### src/rtl/operand_fetch_stage_if.sv
// Bundle of IF/ID, register-file, forwarding and ID/EX signals around the operand fetch stage.
// The master drives the decode-side inputs; the slave (the stage) drives the ID/EX outputs.
interface operand_fetch_stage_if #(
    parameter int NB_ADDR = 5,
    parameter int NB_DATA = 32,
    parameter int NB_CTRL = 8
) ();
    logic               i_valid;
    logic [NB_ADDR-1:0] i_rs_addr;
    logic [NB_ADDR-1:0] i_rt_addr;
    logic               i_uses_rs;
    logic               i_uses_rt;
    logic [NB_ADDR-1:0] i_rd_addr;
    logic               i_reg_write;
    logic               i_mem_read;
    logic [NB_DATA-1:0] i_imm;
    logic [NB_CTRL-1:0] i_ctrl;
    logic [NB_DATA-1:0] i_rf_data_a;
    logic [NB_DATA-1:0] i_rf_data_b;
    logic               i_exmem_reg_write;
    logic               i_exmem_mem_read;
    logic [NB_ADDR-1:0] i_exmem_waddr;
    logic [NB_DATA-1:0] i_exmem_data;
    logic               i_wb_write_enable;
    logic [NB_ADDR-1:0] i_wb_waddr;
    logic [NB_DATA-1:0] i_wb_data;
    logic               i_flush;
    logic               i_hold;
    logic               o_stall;
    logic               o_valid;
    logic [NB_DATA-1:0] o_data_a;
    logic [NB_DATA-1:0] o_data_b;
    logic [NB_DATA-1:0] o_imm;
    logic [NB_ADDR-1:0] o_rd_addr;
    logic               o_reg_write;
    logic               o_mem_read;
    logic [NB_CTRL-1:0] o_ctrl;

    modport master (
        output i_valid, i_rs_addr, i_rt_addr, i_uses_rs, i_uses_rt, i_rd_addr,
               i_reg_write, i_mem_read, i_imm, i_ctrl, i_rf_data_a, i_rf_data_b,
               i_exmem_reg_write, i_exmem_mem_read, i_exmem_waddr, i_exmem_data,
               i_wb_write_enable, i_wb_waddr, i_wb_data, i_flush, i_hold,
        input  o_stall, o_valid, o_data_a, o_data_b, o_imm, o_rd_addr,
               o_reg_write, o_mem_read, o_ctrl
    );

    modport slave (
        input  i_valid, i_rs_addr, i_rt_addr, i_uses_rs, i_uses_rt, i_rd_addr,
               i_reg_write, i_mem_read, i_imm, i_ctrl, i_rf_data_a, i_rf_data_b,
               i_exmem_reg_write, i_exmem_mem_read, i_exmem_waddr, i_exmem_data,
               i_wb_write_enable, i_wb_waddr, i_wb_data, i_flush, i_hold,
        output o_stall, o_valid, o_data_a, o_data_b, o_imm, o_rd_addr,
               o_reg_write, o_mem_read, o_ctrl
    );
endinterface

### src/rtl/operand_fetch_stage.sv
// Decode-side operand stage: resolves sources with EX/MEM forward and WB write-through,
// detects load/ID-EX RAW hazards and produces the ID/EX pipeline register.
module operand_fetch_stage #(
    parameter int NB_ADDR = 5,
    parameter int NB_DATA = 32,
    parameter int NB_CTRL = 8
) (
    input  logic                  i_clock,
    input  logic                  i_reset_n,
    operand_fetch_stage_if.slave  bus
);

    logic               valid_q,     valid_d;
    logic [NB_DATA-1:0] data_a_q,    data_a_d;
    logic [NB_DATA-1:0] data_b_q,    data_b_d;
    logic [NB_DATA-1:0] imm_q,       imm_d;
    logic [NB_ADDR-1:0] rd_addr_q,   rd_addr_d;
    logic               reg_write_q, reg_write_d;
    logic               mem_read_q,  mem_read_d;
    logic [NB_CTRL-1:0] ctrl_q,      ctrl_d;

    logic [NB_DATA-1:0] res_a;
    logic [NB_DATA-1:0] res_b;
    logic               hz_idex;
    logic               hz_load;
    logic               hazard;

    // Register 0 is hardwired, so it never matches a producer.
    function automatic logic src_match(input logic uses, input logic [NB_ADDR-1:0] src,
                                       input logic [NB_ADDR-1:0] addr);
        return uses && (src != '0) && (src == addr);
    endfunction

    // EX/MEM is younger than WB and therefore wins when both target the same register.
    function automatic logic [NB_DATA-1:0] resolve(input logic uses, input logic [NB_ADDR-1:0] src,
                                                   input logic [NB_DATA-1:0] rf_data);
        if (src == '0)
            return '0;
        if (bus.i_exmem_reg_write && !bus.i_exmem_mem_read && src_match(uses, src, bus.i_exmem_waddr))
            return bus.i_exmem_data;
        if (bus.i_wb_write_enable && src_match(uses, src, bus.i_wb_waddr))
            return bus.i_wb_data;
        return rf_data;
    endfunction

    always_comb begin
        res_a = resolve(bus.i_uses_rs, bus.i_rs_addr, bus.i_rf_data_a);
        res_b = resolve(bus.i_uses_rt, bus.i_rt_addr, bus.i_rf_data_b);

        hz_idex = valid_q && reg_write_q &&
                  (src_match(bus.i_uses_rs, bus.i_rs_addr, rd_addr_q) ||
                   src_match(bus.i_uses_rt, bus.i_rt_addr, rd_addr_q));
        hz_load = bus.i_exmem_reg_write && bus.i_exmem_mem_read &&
                  (src_match(bus.i_uses_rs, bus.i_rs_addr, bus.i_exmem_waddr) ||
                   src_match(bus.i_uses_rt, bus.i_rt_addr, bus.i_exmem_waddr));
        hazard  = bus.i_valid && (hz_idex || hz_load);

        bus.o_stall = !bus.i_flush && (bus.i_hold || hazard);

        valid_d     = valid_q;
        data_a_d    = data_a_q;
        data_b_d    = data_b_q;
        imm_d       = imm_q;
        rd_addr_d   = rd_addr_q;
        reg_write_d = reg_write_q;
        mem_read_d  = mem_read_q;
        ctrl_d      = ctrl_q;

        // Bubbles clear only the control flags; the data fields simply hold.
        if (bus.i_flush || (!bus.i_hold && hazard)) begin
            valid_d     = 1'b0;
            reg_write_d = 1'b0;
            mem_read_d  = 1'b0;
        end else if (!bus.i_hold) begin
            valid_d     = bus.i_valid;
            data_a_d    = res_a;
            data_b_d    = res_b;
            imm_d       = bus.i_imm;
            rd_addr_d   = bus.i_rd_addr;
            reg_write_d = bus.i_valid && bus.i_reg_write;
            mem_read_d  = bus.i_valid && bus.i_mem_read;
            ctrl_d      = bus.i_ctrl;
        end
    end

    always_ff @(posedge i_clock or negedge i_reset_n) begin
        if (!i_reset_n) begin
            valid_q     <= 1'b0;
            data_a_q    <= '0;
            data_b_q    <= '0;
            imm_q       <= '0;
            rd_addr_q   <= '0;
            reg_write_q <= 1'b0;
            mem_read_q  <= 1'b0;
            ctrl_q      <= '0;
        end else begin
            valid_q     <= valid_d;
            data_a_q    <= data_a_d;
            data_b_q    <= data_b_d;
            imm_q       <= imm_d;
            rd_addr_q   <= rd_addr_d;
            reg_write_q <= reg_write_d;
            mem_read_q  <= mem_read_d;
            ctrl_q      <= ctrl_d;
        end
    end

    assign bus.o_valid     = valid_q;
    assign bus.o_data_a    = data_a_q;
    assign bus.o_data_b    = data_b_q;
    assign bus.o_imm       = imm_q;
    assign bus.o_rd_addr   = rd_addr_q;
    assign bus.o_reg_write = reg_write_q;
    assign bus.o_mem_read  = mem_read_q;
    assign bus.o_ctrl      = ctrl_q;

endmodule
### src/flat_wrapper.sv
// flat-port wrapper written by rule: the top's interface ports become plain ports
module operand_fetch_stage_flat 
#(
    parameter int NB_ADDR = 5,
    parameter int NB_DATA = 32,
    parameter int NB_CTRL = 8
)
  (i_clock, i_reset_n, bus_i_valid, bus_i_rs_addr, bus_i_rt_addr, bus_i_uses_rs, bus_i_uses_rt, bus_i_rd_addr, bus_i_reg_write, bus_i_mem_read, bus_i_imm, bus_i_ctrl, bus_i_rf_data_a, bus_i_rf_data_b, bus_i_exmem_reg_write, bus_i_exmem_mem_read, bus_i_exmem_waddr, bus_i_exmem_data, bus_i_wb_write_enable, bus_i_wb_waddr, bus_i_wb_data, bus_i_flush, bus_i_hold, bus_o_stall, bus_o_valid, bus_o_data_a, bus_o_data_b, bus_o_imm, bus_o_rd_addr, bus_o_reg_write, bus_o_mem_read, bus_o_ctrl);
  operand_fetch_stage_if #(.NB_ADDR(NB_ADDR), .NB_DATA(NB_DATA), .NB_CTRL(NB_CTRL)) bus_i ();
  input  logic i_clock;
  input  logic i_reset_n;
  input wire logic [$bits(bus_i.i_valid)-1:0] bus_i_valid;
  input wire logic [$bits(bus_i.i_rs_addr)-1:0] bus_i_rs_addr;
  input wire logic [$bits(bus_i.i_rt_addr)-1:0] bus_i_rt_addr;
  input wire logic [$bits(bus_i.i_uses_rs)-1:0] bus_i_uses_rs;
  input wire logic [$bits(bus_i.i_uses_rt)-1:0] bus_i_uses_rt;
  input wire logic [$bits(bus_i.i_rd_addr)-1:0] bus_i_rd_addr;
  input wire logic [$bits(bus_i.i_reg_write)-1:0] bus_i_reg_write;
  input wire logic [$bits(bus_i.i_mem_read)-1:0] bus_i_mem_read;
  input wire logic [$bits(bus_i.i_imm)-1:0] bus_i_imm;
  input wire logic [$bits(bus_i.i_ctrl)-1:0] bus_i_ctrl;
  input wire logic [$bits(bus_i.i_rf_data_a)-1:0] bus_i_rf_data_a;
  input wire logic [$bits(bus_i.i_rf_data_b)-1:0] bus_i_rf_data_b;
  input wire logic [$bits(bus_i.i_exmem_reg_write)-1:0] bus_i_exmem_reg_write;
  input wire logic [$bits(bus_i.i_exmem_mem_read)-1:0] bus_i_exmem_mem_read;
  input wire logic [$bits(bus_i.i_exmem_waddr)-1:0] bus_i_exmem_waddr;
  input wire logic [$bits(bus_i.i_exmem_data)-1:0] bus_i_exmem_data;
  input wire logic [$bits(bus_i.i_wb_write_enable)-1:0] bus_i_wb_write_enable;
  input wire logic [$bits(bus_i.i_wb_waddr)-1:0] bus_i_wb_waddr;
  input wire logic [$bits(bus_i.i_wb_data)-1:0] bus_i_wb_data;
  input wire logic [$bits(bus_i.i_flush)-1:0] bus_i_flush;
  input wire logic [$bits(bus_i.i_hold)-1:0] bus_i_hold;
  output wire logic [$bits(bus_i.o_stall)-1:0] bus_o_stall;
  output wire logic [$bits(bus_i.o_valid)-1:0] bus_o_valid;
  output wire logic [$bits(bus_i.o_data_a)-1:0] bus_o_data_a;
  output wire logic [$bits(bus_i.o_data_b)-1:0] bus_o_data_b;
  output wire logic [$bits(bus_i.o_imm)-1:0] bus_o_imm;
  output wire logic [$bits(bus_i.o_rd_addr)-1:0] bus_o_rd_addr;
  output wire logic [$bits(bus_i.o_reg_write)-1:0] bus_o_reg_write;
  output wire logic [$bits(bus_i.o_mem_read)-1:0] bus_o_mem_read;
  output wire logic [$bits(bus_i.o_ctrl)-1:0] bus_o_ctrl;
  assign bus_i.i_valid = bus_i_valid;
  assign bus_i.i_rs_addr = bus_i_rs_addr;
  assign bus_i.i_rt_addr = bus_i_rt_addr;
  assign bus_i.i_uses_rs = bus_i_uses_rs;
  assign bus_i.i_uses_rt = bus_i_uses_rt;
  assign bus_i.i_rd_addr = bus_i_rd_addr;
  assign bus_i.i_reg_write = bus_i_reg_write;
  assign bus_i.i_mem_read = bus_i_mem_read;
  assign bus_i.i_imm = bus_i_imm;
  assign bus_i.i_ctrl = bus_i_ctrl;
  assign bus_i.i_rf_data_a = bus_i_rf_data_a;
  assign bus_i.i_rf_data_b = bus_i_rf_data_b;
  assign bus_i.i_exmem_reg_write = bus_i_exmem_reg_write;
  assign bus_i.i_exmem_mem_read = bus_i_exmem_mem_read;
  assign bus_i.i_exmem_waddr = bus_i_exmem_waddr;
  assign bus_i.i_exmem_data = bus_i_exmem_data;
  assign bus_i.i_wb_write_enable = bus_i_wb_write_enable;
  assign bus_i.i_wb_waddr = bus_i_wb_waddr;
  assign bus_i.i_wb_data = bus_i_wb_data;
  assign bus_i.i_flush = bus_i_flush;
  assign bus_i.i_hold = bus_i_hold;
  assign bus_o_stall = bus_i.o_stall;
  assign bus_o_valid = bus_i.o_valid;
  assign bus_o_data_a = bus_i.o_data_a;
  assign bus_o_data_b = bus_i.o_data_b;
  assign bus_o_imm = bus_i.o_imm;
  assign bus_o_rd_addr = bus_i.o_rd_addr;
  assign bus_o_reg_write = bus_i.o_reg_write;
  assign bus_o_mem_read = bus_i.o_mem_read;
  assign bus_o_ctrl = bus_i.o_ctrl;
  operand_fetch_stage #(.NB_ADDR(NB_ADDR), .NB_DATA(NB_DATA), .NB_CTRL(NB_CTRL)) u_core (.i_clock(i_clock), .i_reset_n(i_reset_n), .bus(bus_i));
endmodule
### config.mk
export PLATFORM = sky130hd
export DESIGN_NAME = operand_fetch_stage_flat
export DESIGN_NICKNAME = d
export VERILOG_FILES = /design/src/rtl/operand_fetch_stage_if.sv /design/src/rtl/operand_fetch_stage.sv /design/src/flat_wrapper.sv
export SDC_FILE = /design/constraint.sdc
export NUM_CORES = 1
export LEC_CHECK = 0
export ABC_CLOCK_PERIOD_IN_PS = 5930
export BUFFER_PORTS_ARGS = -buffer_cell sky130_fd_sc_hd__clkbuf_2
export CAP_MARGIN = 20
export CELL_PAD_IN_SITES_DETAIL_PLACEMENT = 1
export CELL_PAD_IN_SITES_GLOBAL_PLACEMENT = 2
export CORE_UTILIZATION = 29
export CTS_CLUSTER_DIAMETER = 120
export DETAILED_ROUTE_END_ITERATION = 8
export GPL_TIMING_DRIVEN = 0
export PLACE_DENSITY_LB_ADDON = 0.12
export SLEW_MARGIN = 10
export SYNTH_ARGS = -nofsm -noshare
export SYNTH_HDL_FRONTEND = slang
export SYNTH_SLANG_ARGS = --single-unit
### constraint.sdc
create_clock -name i_clock -period 5.93 [get_ports i_clock]
set_clock_uncertainty 0.05 [all_clocks]
set_input_delay 0 -clock i_clock [delete_from_list [all_inputs] [get_ports i_clock]]
set_output_delay 0 -clock i_clock [all_outputs]
set_load 0.02 [all_outputs]
==> results.sh <==
export IMPL_status="finished clean"
export IMPL_yosys_warnings=0
export IMPL_ys_seq_area_share_pct=46.3
export IMPL_cp_required_ps=6130
export IMPL_synth_top_family_by_area="multiplexers"
export IMPL_numClockSinks=112
export IMPL_seq_power_share_pct=42.2
export IMPL_vdd_drop_max_v=0.000136
export IMPL_antenna_found_initial=0
export IMPL_vias=5702
export IMPL_fp_dieArea_um2=21500
export IMPL_pwr_share_clk_pct=28.9
export IMPL_fin_ws_ps=3190
export IMPL_start_util_pct=29.7
export IMPL_max_stage_delay_ps=450
export IMPL_crit_top_cell="buf_6"
export IMPL_synth_xor_area_share_pct=4.34
export IMPL_ant_nets=0
export IMPL_synth_simple_area_share_pct=3.82
export IMPL_cts_tree="yes"
export IMPL_crit_arrival_ps=2930
export IMPL_worstPathMaxFanout=10
export IMPL_track_usage_pct=21.2
export IMPL_crit_family="buffers and inverters"
export IMPL_design_area_um2=8840
export IMPL_hold_violations=0
export IMPL_area_growth_syn_to_layout_pct=46.0
export IMPL_drc=0
export IMPL_hold_class="in2reg"
export IMPL_ys_types=30
export IMPL_slew_headroom_pct=41.3
export IMPL_wirelength_mm=22.6
export IMPL_synthAdderAreaFrac_pct=0
export IMPL_timing_hold_ws_ps=35.8
export IMPL_synthCells=526
export IMPL_swShare_pct=32.8
export IMPL_layout_nets=1111
export IMPL_cts_setup_buffers=0
export IMPL_yosysMostFrequentCell="dfrtp_1"
export IMPL_switching_power_mw=0.739
export IMPL_power_density_nw_per_um2=255
export IMPL_fp_coreArea_um2=20400
export IMPL_drv_slew=0
export IMPL_worst_pin_slew_ps=880
export IMPL_initialDrtViolationCount=113
export IMPL_synth_mux_area_share_pct=31.5
export IMPL_fillers=2360
export IMPL_synth_edf_count=0
export IMPL_netlist_area_um2=6060
export IMPL_yosysTopAreaCellShare_pct=46.3
export IMPL_htree_levels=3
export IMPL_dp_hpwl_mm=17.2
export IMPL_clock_latency_ps=350
export IMPL_pin_count=318
export IMPL_period_minus_slack_ps=2740
export IMPL_cell_internal_pwr_mw=1.51
export IMPL_p_leak_nw=4.66
export IMPL_drv_cap=0
export IMPL_r2r_start="u_core.bus.o_rd_addr[4]"
export IMPL_avgSynthCellArea_um2=11.5
export IMPL_crit_start="u_core.bus.o_rd_addr[4]"
export IMPL_grt_start_max_net_pins=65
export IMPL_min_from="bus_i_rf_data_a[8]"
export IMPL_rows=52
export IMPL_layout_area_seq_um2=2800
export IMPL_cts_buffer_depth=2
export IMPL_clockRootBuffer="clkbuf_16"
export IMPL_yosys_top_cells_count="112 x dfrtp_1, 99 x mux2_2, 67 x a21oi_1"
export IMPL_cp_end_kind="flip-flop"
export IMPL_post_dp_cell_area_um2=8020
export IMPL_die_h_um=147
export IMPL_gr_total_overflow=0
export IMPL_diodes=0
export IMPL_numCtsBuffers=9
export IMPL_gp_congestion=0.818
export IMPL_synth_nets=731
export IMPL_pre_cts_slack_ps=3140
export IMPL_synth_area_leaders="dfrtp_1 46%, mux2_2 18%, mux2i_1 11%"
export IMPL_ys_ff_latch=112
export IMPL_crit_chain="xnor2_1 -> nand4_1 -> nor4b_1 -> o2111a_1 -> or4_1 -> buf_2 -> buf_6 -> buf_6 -> mux2_4"
export IMPL_fmax_mhz=365
export IMPL_path_clk_slew_ps=80
export IMPL_crit_type="reg2reg"
export IMPL_grt_pass1_vias=6282
export IMPL_wire_per_inst_um=19.1
export IMPL_yosys_area_top_type="dfrtp_1"
export IMPL_die_w_um=147
export IMPL_fin_tns_setup_ps=0
export IMPL_routed_via_density=4.83
export IMPL_async_flop_share_pct=100
export IMPL_grt_pass1_wl_mm=35.1
export IMPL_synth_compound_area_share_pct=11.4
export IMPL_numPortBuffers=317
export IMPL_grt_setup_unrepaired="no"
export IMPL_crit_path_top_delay_cell="dfrtp_1"
export IMPL_multi_input_area_um2=3090
export IMPL_layout_drive_gt1_share_pct=50.3
export IMPL_fin_crit_sh_pct=46.2
export IMPL_synth_top_flop_cell="dfrtp_1"
export IMPL_p_comb_share_pct=28.9
export IMPL_drt_pre_antenna_iters=4
export IMPL_worst_path_buf_inv=3
export IMPL_setup_violations_final=0
export IMPL_crit_path_start_kind="flip-flop"
## cell families (layout without fill, tap and decap cells)
family | Yosys count | in the layout
flip-flops | 112 | 112
multiplexers | 173 | 173
buffers and inverters | 36 | 421
XOR/XNOR | 30 | 30
AND/OR/NAND/NOR | 40 | 40
AO/OA/AOI/OAI | 135 | 135
## final cells by class
class / count / share of cell area (%)
Multi-Input combinational cell: 378 / 35.0
Sequential cell: 112 / 31.7
Timing Repair Buffer: 369 / 24.1
Tap cell: 270 / 3.82
Clock buffer: 9 / 2.55
Buffer: 36 / 1.84
Clock inverter: 7 / 0.977
## metal layers
layer	share of wire, %	routed length (µm)	GRT usage (%)
met5	0	0	0
met4	2.3	529	7.50
met3	5.0	1130	3.88
met2	50	11300	37.5
met1	43	9630	25.7
## power by group through the flow
stage	registers [mW]	logic (mW)	clock network [mW]
6_report	0.951	0.652	0.652
5_1_grt	0.967	0.700	0.704
4_1_cts	0.951	0.660	0.674
3_5_place_dp	0.966	0.632	0
3_3_place_gp	0.957	0.618	0
2_1_floorplan	1.11	0.200	0
## metrics by stage
stage / instances / power, mW / util, %
after floorplan: 526 / 1.31 / -
after global placement: 1113 / 1.57 / 39.2
after detailed placement: 1114 / 1.60 / 39.4
after CTS: 1181 / 2.29 / 43.4
after global routing: 1181 / 2.37 / 43.4
final: 1181 / 2.25 / 43.4
## cells in the final DEF (no fill, tap or decap), types with 10 or more instances in the layout
cell / count
dfrtp_1: 112
clkbuf_1: 18
mux2i_1: 64
xor2_1: 18
o21ai_0: 64
dlygate4sd3_1: 51
buf_2: 10
nand4_1: 10
a21oi_1: 67
mux2_4: 10
clkbuf_2: 316
mux2_2: 99
xnor2_1: 12
## worst register-to-register path: cells and delay by family (launching register included)
kind,cells,cell delay (ps)
buffers and inverters,3,710
AND/OR/NAND/NOR,3,650
flip-flops,1,450
multiplexers,1,320
AO/OA/AOI/OAI,1,280
XOR/XNOR,1,170
## sequential cells by signal (all words and copies together) (netlist names)
| signal | cells |
|---|---|
| u_core.bus.o_reg_write | 1 |
| u_core.bus.o_mem_read | 1 |
| u_core.bus.o_data_b | 32 |
| u_core.bus.o_ctrl | 8 |
| u_core.bus.o_imm | 32 |
| u_core.bus.o_rd_addr | 5 |
| u_core.bus.o_valid | 1 |
| u_core.bus.o_data_a | 32 |
## worst paths after layout
kind                                           end  slack [ps]  cells after the start
min in group asynchronous  u_core.bus.o_data_b[14]         100                      2
setup reg to reg           u_core.bus.o_data_b[18]        3190                      9
max in group asynchronous  u_core.bus.o_data_b[25]        5020                      3
setup / recovery           u_core.bus.o_data_b[18]        3190                      9
hold / removal              u_core.bus.o_data_a[8]          40                      4
hold reg to reg               u_core.bus.o_imm[29]         460                      1
## repair_timing
item,4_1_cts,5_1_grt
endpoints found under the hold margin,160,0
resized for setup,0,0
hold buffers,51,0
No activity file was read; power rests on OpenSTA's default activity.
